===== src/rtl/chiplet_types_pkg.sv =====
// Shared chiplet link types: the flit carried between endpoints and switch inports.
package chiplet_types_pkg;

  localparam int FLIT_NUM_VCS = 2;
  localparam int FLIT_VC_W    = (FLIT_NUM_VCS > 1) ? $clog2(FLIT_NUM_VCS) : 1;

  typedef struct packed {
    logic [FLIT_VC_W-1:0] vc;
    logic [31:0]          payload;
  } flit_t;

endpackage


===== src/rtl/switch_endpoint_tx_pkg.sv =====
// Types and helpers for the credit-based endpoint transmitter.
package switch_endpoint_tx_pkg;
  import chiplet_types_pkg::*;

  typedef logic [FLIT_VC_W-1:0] vc_t;

  typedef enum logic {
    TX_IDLE,
    TX_ACTIVE
  } tx_state_t;

  typedef struct packed {
    flit_t flit;
    vc_t   vc;
    logic  last;
  } tx_entry_t;

  // Counter must hold the value BUFFER_SIZE itself, hence +1.
  function automatic int credit_w(input int buffer_size);
    return $clog2(buffer_size + 1);
  endfunction

endpackage


===== src/rtl/tx_staging_fifo.sv =====
// Small synchronous FIFO staging endpoint flits ahead of the credit check.
module tx_staging_fifo #(
  parameter int  DEPTH = 4,
  parameter type T     = logic
) (
  input  logic clk,
  input  logic n_rst,
  input  logic push,
  input  T     push_data,
  input  logic pop,
  output T     head,
  output logic full,
  output logic empty
);

  localparam int PTR_W = (DEPTH > 1) ? $clog2(DEPTH) : 1;
  localparam int CNT_W = $clog2(DEPTH + 1);

  logic [PTR_W-1:0] wr_ptr;
  logic [PTR_W-1:0] rd_ptr;
  logic [CNT_W-1:0] count;
  T                 mem [DEPTH];
  logic             do_push;
  logic             do_pop;

  assign full    = (count == CNT_W'(DEPTH));
  assign empty   = (count == '0);
  assign head    = mem[rd_ptr];
  assign do_push = push && !full;
  assign do_pop  = pop && !empty;

  always_ff @(posedge clk or negedge n_rst) begin
    if (!n_rst) begin
      wr_ptr <= '0;
      rd_ptr <= '0;
      count  <= '0;
    end else begin
      // DEPTH is a power of two, so pointer overflow is the modulo wrap.
      if (do_push) wr_ptr <= wr_ptr + PTR_W'(1);
      if (do_pop)  rd_ptr <= rd_ptr + PTR_W'(1);
      case ({do_push, do_pop})
        2'b10:   count <= count + CNT_W'(1);
        2'b01:   count <= count - CNT_W'(1);
        default: count <= count;
      endcase
    end
  end

  always_ff @(posedge clk) begin
    if (do_push) mem[wr_ptr] <= push_data;
  end

endmodule


===== src/rtl/switch_endpoint_tx.sv =====
// Credit-based wormhole flit transmitter feeding one switch inport.
module switch_endpoint_tx
  import chiplet_types_pkg::*;
  import switch_endpoint_tx_pkg::*;
#(
  parameter int NUM_VCS     = 2,
  parameter int BUFFER_SIZE = 8,
  parameter int FIFO_DEPTH  = 4,
  localparam int CRED_W     = credit_w(BUFFER_SIZE)
) (
  input  logic                           clk,
  input  logic                           n_rst,
  input  flit_t                          tx_flit,
  input  vc_t                            tx_vc,
  input  logic                           tx_last,
  input  logic                           tx_valid,
  output logic                           tx_ready,
  output flit_t                          out,
  output logic                           data_ready_out,
  input  logic [NUM_VCS-1:0]             credit_granted,
  output logic                           packet_sent,
  output logic [NUM_VCS-1:0][CRED_W-1:0] credits,
  output logic                           err_credit_overflow
);

  tx_entry_t push_entry;
  tx_entry_t head;
  logic      fifo_full;
  logic      fifo_empty;
  logic      send;
  vc_t       vc_eff;
  flit_t     send_flit;

  tx_state_t state, state_nxt;
  vc_t       locked_vc, locked_vc_nxt;

  logic [NUM_VCS-1:0][CRED_W-1:0] credits_nxt;
  logic                           ovf_set;

  assign push_entry = '{flit: tx_flit, vc: tx_vc, last: tx_last};
  assign tx_ready   = !fifo_full;

  tx_staging_fifo #(
    .DEPTH (FIFO_DEPTH),
    .T     (tx_entry_t)
  ) u_fifo (
    .clk       (clk),
    .n_rst     (n_rst),
    .push      (tx_valid),
    .push_data (push_entry),
    .pop       (send),
    .head      (head),
    .full      (fifo_full),
    .empty     (fifo_empty)
  );

  // Stage 0: VC selection and credit gate on the FIFO head
  assign vc_eff = (state == TX_IDLE) ? head.vc : locked_vc;
  assign send   = !fifo_empty && (credits[vc_eff] != '0);

  always_comb begin
    send_flit    = head.flit;
    send_flit.vc = vc_eff;
  end

  always_comb begin
    state_nxt     = state;
    locked_vc_nxt = locked_vc;
    case (state)
      TX_IDLE: begin
        if (!fifo_empty) begin
          locked_vc_nxt = head.vc;
          // A single-flit packet leaves immediately and never enters ACTIVE.
          if (!(send && head.last)) state_nxt = TX_ACTIVE;
        end
      end
      TX_ACTIVE: begin
        if (send && head.last) state_nxt = TX_IDLE;
      end
      default: state_nxt = TX_IDLE;
    endcase
  end

  always_comb begin
    credits_nxt = credits;
    ovf_set     = 1'b0;
    for (int v = 0; v < NUM_VCS; v++) begin
      if (credit_granted[v] && !(send && (vc_eff == vc_t'(v)))) begin
        if (credits[v] == CRED_W'(BUFFER_SIZE)) ovf_set = 1'b1;
        else credits_nxt[v] = credits[v] + CRED_W'(1);
      end else if (!credit_granted[v] && send && (vc_eff == vc_t'(v))) begin
        credits_nxt[v] = credits[v] - CRED_W'(1);
      end
    end
  end

  always_ff @(posedge clk or negedge n_rst) begin
    if (!n_rst) begin
      state               <= TX_IDLE;
      locked_vc           <= '0;
      err_credit_overflow <= 1'b0;
      for (int v = 0; v < NUM_VCS; v++) credits[v] <= CRED_W'(BUFFER_SIZE);
    end else begin
      state     <= state_nxt;
      locked_vc <= locked_vc_nxt;
      credits   <= credits_nxt;
      if (ovf_set) err_credit_overflow <= 1'b1;
    end
  end

  // Stage 1: registered flit toward the switch inport
  always_ff @(posedge clk or negedge n_rst) begin
    if (!n_rst) begin
      out            <= '0;
      data_ready_out <= 1'b0;
      packet_sent    <= 1'b0;
    end else begin
      data_ready_out <= send;
      packet_sent    <= send && head.last;
      if (send) out <= send_flit;
    end
  end

endmodule


===== config.mk =====
export PLATFORM = sky130hd
export DESIGN_NAME = switch_endpoint_tx
export DESIGN_NICKNAME = d
export VERILOG_FILES = /design/src/rtl/chiplet_types_pkg.sv /design/src/rtl/switch_endpoint_tx_pkg.sv /design/src/rtl/tx_staging_fifo.sv /design/src/rtl/switch_endpoint_tx.sv
export SDC_FILE = /design/constraint.sdc
export NUM_CORES = 1
export LEC_CHECK = 0
export ABC_AREA = 1
export BUFFER_PORTS_ARGS = -buffer_cell sky130_fd_sc_hd__buf_2
export CAP_MARGIN = 10
export CORE_MARGIN = 2
export CORE_UTILIZATION = 50
export CTS_BUF_LIST = sky130_fd_sc_hd__clkbuf_4
export DETAILED_ROUTE_END_ITERATION = 12
export PLACE_DENSITY_LB_ADDON = 0.05
export SYNTH_ARGS = -nofsm -noshare
export SYNTH_HDL_FRONTEND = slang
export SYNTH_SLANG_ARGS = --single-unit

===== constraint.sdc =====
create_clock -name clk -period 3.9 [get_ports clk]
set_clock_uncertainty 0.05 [all_clocks]
set_input_delay 0.78 -clock clk [delete_from_list [all_inputs] [get_ports clk]]
set_output_delay 0.78 -clock clk [all_outputs]
set_load 0.01 [all_outputs]

* Word-level counts from Yosys, hierarchy flattened
Memory sizes are Yosys's and may differ from the RTL's.
Index checks and enable logic that the tools add are counted.
** Word-level totals
- Memory bits (writable) :: 140
- Register bits after elaboration :: 53
- Input bits :: 40
- Output and inout bits :: 45
- Word-level logic and storage cells :: 77
- Memories :: 1
** Memory list
- u_fifo.mem :: words 4, width 35, rd ports 1, clocked after Yosys merged registers in 0, wr ports 1, line tx_staging_fifo.sv:22 : T mem [DEPTH];
** Operators by class
- Eq/ne operators :: 7
- $add $sub $neg :: 8
- Reductions and logical operators :: 26
- Muxes and demuxes :: 19
- Bitwise logic cells :: 3
- $lt $le $gt $ge :: 1
** Operators with widths (number)
- $mux W4 :: 8
- $logic_and A1 B1 Y1 :: 12
- $mux W1 :: 9
- $add A4 B1 Y4 const B :: 2
- $eq A4 B4 Y1 const B :: 2
- $sub A4 B1 Y4 const B :: 2
- $logic_not A1 Y1 :: 6
- $pmux W3 S2 :: 1
- $reduce_and A2 Y1 :: 3
- $reduce_bool A2 Y1 :: 3
- $add A2 B1 Y2 const B :: 2
- $ne A2 B2 Y1 const B :: 2
- $reduce_bool A4 Y1 :: 1
- $add A3 B1 Y3 const B :: 1
- $eq A3 B3 Y1 const B :: 1
- $logic_not A3 Y1 :: 1
- $not A1 Y1 :: 3
- $sub A3 B1 Y3 const B :: 1
- $eq A2 B1 Y1 const B :: 1
- $eq A2 B2 Y1 const B :: 1
- $lt A1 B2 Y1 const B :: 1
- $pmux W1 S2 :: 1

* Longest topological paths before layout
An unclocked memory read counts as a cell.
- Depth after elaboration :: 12
- Gate-level depth with buffers :: 17
- Gate-level depth less buffers :: 17

* By module
Synthesis repeated with hierarchy kept, for this count alone.
** Unflattened totals
- Cells, all modules :: 703
- Area, all modules :: 8057.7 um2
** By module, submodules not included
- tx_staging_fifo :: cells an instance 469, instances 1, area each 6002.0 um2, seq. area each 4379.2 um2
- switch_endpoint_tx :: cells an instance 234, instances 1, area each 2055.7 um2, seq. area each 1153.6 um2

* Least setup slack after synthesis
Ideal clock, no wire load.
- Path kind :: input -> register
- From :: input tx_valid
- To :: memory u_fifo.mem[0][0] in the netlist's numbering (enable)
- Buffers on the path :: 0
- Stages :: 2
- Data arrival time :: 2.400 ns
- Slack :: 1.024 ns
- Path through :: nand2_1 -> nor2_1
** Between the ends
- Word-level cells in the longest chain between the ends :: 3
** RTL lines
- from (decl) :: line switch_endpoint_tx.sv:16 : input logic tx_valid,
- $logic_and A1 B1 Y1 :: line tx_staging_fifo.sv:29 : assign do_push = push && !full;
- $mux W1 :: line tx_staging_fifo.sv:50 : if (do_push) mem[wr_ptr] <= push_data;
- $mux W1 (not written as such) :: line tx_staging_fifo.sv:50
- to (decl) :: line tx_staging_fifo.sv:22
No other way between the ends.

* Worst setup path after layout
- From :: register u_fifo.rd_ptr[0]
- To :: register u_fifo.count[2]
** Between the ends
- Word-level cells in the longest chain between the ends :: 9
- Elaborated cells between the ends (all ways) :: 11
- Classes of those cells :: 2 x eq/ne; 4 x mux; 4 x reduce/logical; 1 x memory
** RTL lines
- from (decl) :: line tx_staging_fifo.sv:20 : logic [PTR_W-1:0] rd_ptr;
- from (signal assigned) :: line tx_staging_fifo.sv:40 : if (do_pop) rd_ptr <= rd_ptr + PTR_W'(1);
- $mem_v2 Z4 W35 *
- $mux W1 * :: line switch_endpoint_tx.sv:58 : assign vc_eff = (state == TX_IDLE) ? head.vc : locked_vc;
- $mux W4 (not written as such) * (2 in a row) :: line switch_endpoint_tx.sv:59 : assign send = !fifo_empty && (credits[vc_eff] != '0);
- $reduce_bool A4 Y1 * :: line switch_endpoint_tx.sv:59
- $logic_and A1 B1 Y1 * :: line switch_endpoint_tx.sv:59
- $logic_and A1 B1 Y1 * :: line tx_staging_fifo.sv:30 : assign do_pop = pop && !empty;
- $eq A2 B1 Y1 / $eq A2 B2 Y1 (equally long branches) :: line tx_staging_fifo.sv:41 : case ({do_push, do_pop})
- $pmux W3 S2 / $reduce_bool A2 Y1 (equally long branches)
- to (signal assigned) :: line tx_staging_fifo.sv:42 : 2'b10: count <= count + CNT_W'(1);
- to (signal assigned) :: line tx_staging_fifo.sv:43 : 2'b01: count <= count - CNT_W'(1);
- to (signal assigned) :: line tx_staging_fifo.sv:44 : default: count <= count;
- to (decl) :: line tx_staging_fifo.sv:21 : logic [CNT_W-1:0] count;
Every way passes the cells marked *; elsewhere a longest branch is shown, timed or not. The select of a mux whose other input is x is not followed.
A chain may end at the register's enable or synchronous reset.

==> impl_metrics.toml <==
[die]
die_w_um = 126.2
ios = 85
die_y_um = 126.2
core.rowCount = 44
die-area_um2 = 15930
core_area_um2 = 14590
start_util_pct = 51.18

[synth]
synth.avg_cell_area_um2 = 12.30
yosysUniqueCellTypes = 33
synth_nets = 659
ys_warn_count = 0
synth-seq-cells = 189
synth_area_um2 = 7467
synth.area.top_cells = "edfxtp_1 (55%), dfrtp_1 (17%), nand2_1 (6.6%)"
synthFlopType = "edfxtp_1"
yosysTopAreaCellShare_pct = 54.69
syn_inst = 607
synth-edff-count = 136
ys_seq_area_share_pct = 72.49
async_flop_share_pct = 28.04
synth_top_area_cell = "edfxtp_1"

[timing]
final-setup-viol-count = 0
tightest_slew_ps = 727.6
worst_hold_slack_ps = 218.0
slew_headroom_pct = 51.50
fin_crit_sh_pct = 83.07
maxSlewViolCount = 0
fmax_mhz = 308.7
hold_viol = 0
tns_ps = 0
rsz0062_at_grt = "false"
fin_crit_ps = 3240

[power_and_ir_drop]
p_switching_w = 0.002753
swShare_pct = 39.82
cellPowerDensity_nw_per_um2 = 825.3
total_power_w = 0.006913
p_leak_nw = 3.400
pwr-share-clk_pct = 14.9
ir_worst_vdd_mv = 0.3186
pwr-share-comb_pct = 40.7
seqPwrFrac_pct = 44.4
power.internal_w = 0.004160

[cells_and_area]
syn_to_final_growth_pct = 12.16
final_cell_mix = "edfxtp_1 (136), nand2_1 (131), buf_2 (83), o21ai_0 (69), nor2_1 (67)"
final_common_cell = "edfxtp_1"
fin_util_pct = 57.41
instances_no_fill = 889
drive_gt1_share_pct = 20.57
multiInputGateArea_um2 = 1844
nNetsFinal = 744
n_antenna_cell = 0
regArea_um2 = 5414
nFillCells = 1251

[critical_path]
critPathLaunchType = "flop"
cp.arrival_ps = 3650
path_class = "reg -> reg"
required_ps = 4310
endpoint_kind = "flop"
crit_fanout = 37

[outcome]
status = "finished clean"

[global_route]
antenna_found_initial = 2
gr-usage-met3_pct = 5.055
grt_max_degree = 59
grt_pass1_vias = 4722
grt_pass1_wl_um = 24300
use_met2_pct = 33.21
top_usage_layer = "met2"
overflow = 0
use_met1_pct = 25.76
grt_usage_pct = 19.92

[detailed_routing]
routed_wl_um = 14890
drtIter0Drc = 255
drc = 0
wl_per_cell_um = 16.75
avgViaCountPerCell = 5.256
vias = 4673
first_pass_iters = 4
ant_nets = 0

[clock_network]
postCtsResizedCells = 0
cts_root_buf = "clkbuf_4"
clk_latency_ps = 560
hold_buffers = 0
cts_tree = "built"
htreeDepth = 4
ctsLongestPathBuffers = 2
cts_sinks = 189
post-cts-setup-buffers = 0
cts_buffers = 17
clk_pin_slew_ps = 150

[run]
drv_cap = 0

[place]
hpwlAfterDp_um = 8552
numPortBuffers = 83
gp_congestion = 0.7881
dpl.cell_count = 857

[hold_path]
hold_class = "in -> async"
==> power by group through the flow <==
stage          Sequential, W  Clock, W  Combinational, W
2_1_floorplan        0.00316         0           0.00190
3_3_place_gp         0.00310         0           0.00278
3_5_place_dp         0.00312         0           0.00287
4_1_cts              0.00308   0.00106           0.00288
5_1_grt              0.00314   0.00114           0.00323
6_report             0.00307   0.00103           0.00281
==> flip-flops by register name, summed over array words and instances (netlist names) <==
name                 flops
credits                  8
data_ready_out           1
err_credit_overflow      1
locked_vc                1
out                     33
packet_sent              1
state                    1
u_fifo.count             3
u_fifo.mem             136
u_fifo.rd_ptr            2
u_fifo.wr_ptr            2
==> cell usage after synthesis, types with 5 or more instances <==
master,instances
edfxtp_1,136
nand2_1,131
nor2_1,71
o21ai_0,69
dfrtp_1,51
o22ai_1,32
inv_1,30
clkbuf_1,20
ha_1,9
nand3_1,6
xor2_1,6
a21oi_1,5
nand4_1,5
==> cells by family (layout without fill, tap and decap cells) <==
kind of cell	count (synthesis)	count (layout)	share of synthesized area, %
and+or+nand+nor	226	226	12.65
buffers and inverters	59	157	3.217
xor gates and xnor gates	9	9	1.156
AOI/OAI and AO/OA	112	112	8.177
DFF	189	189	72.49
adders and majority gates	12	12	2.312
==> metrics by stage <==
| step | setup WS (ps) | cell area [um2] |
|---|---|---|
| 3_5_place_dp | 602.4 | 8099 |
| 2_1_floorplan | 1024 | 7467 |
| 5_1_grt | 311.9 | 8376 |
| 6_report | 660.2 | 8376 |
| 4_1_cts | 603.5 | 8376 |
| 3_3_place_gp | 693.5 | 8099 |
==> metal layers <==
layer  vias to the layer above  wire length (um)
li1                       2272                 -
met1                      2264              6510
met2                       113              7331
met3                        20               835
met4                         4               187
met5                         -                27
==> worst max-delay path, cell delays in order (launching register included) <==
cell     delay, ps
dfrtp_2        780
inv_2          240
nand2_1        130
nand3_2         90
nand3_2        110
nand2_2         70
nand2_1        100
nand3_4        420
inv_2          170
ha_1           150
inv_1           70
fa_1           370
a21oi_1        140
o21ai_0        110
xnor2_1        130
==> path summary, 6_finish.rpt <==
kind	from	endpoint	slack (ps)	depth (start not counted)
max in group asynchronous	n_rst	credits[7]	2700	2
setup reg to reg	u_fifo.rd_ptr[0]	u_fifo.count[2]	660	14
setup / recovery	u_fifo.rd_ptr[0]	u_fifo.count[2]	660	14
hold / removal	n_rst	out[5]	220	1
min in group clk	tx_flit[28]	u_fifo.mem[0][30]	380	1
hold reg to reg	credits[7]	credits[7]	440	2
==> final cells by class <==
cell class / count / share of cell area (%)
multi-input combinational: 359 / 22.02
timing repair buffer: 93 / 5.856
tap: 184 / 2.749
clock inverter: 8 / 1.150
clock buffer: 24 / 2.151
inverter: 32 / 1.434
sequential: 189 / 64.64
(Power assumes the default switching activity.)
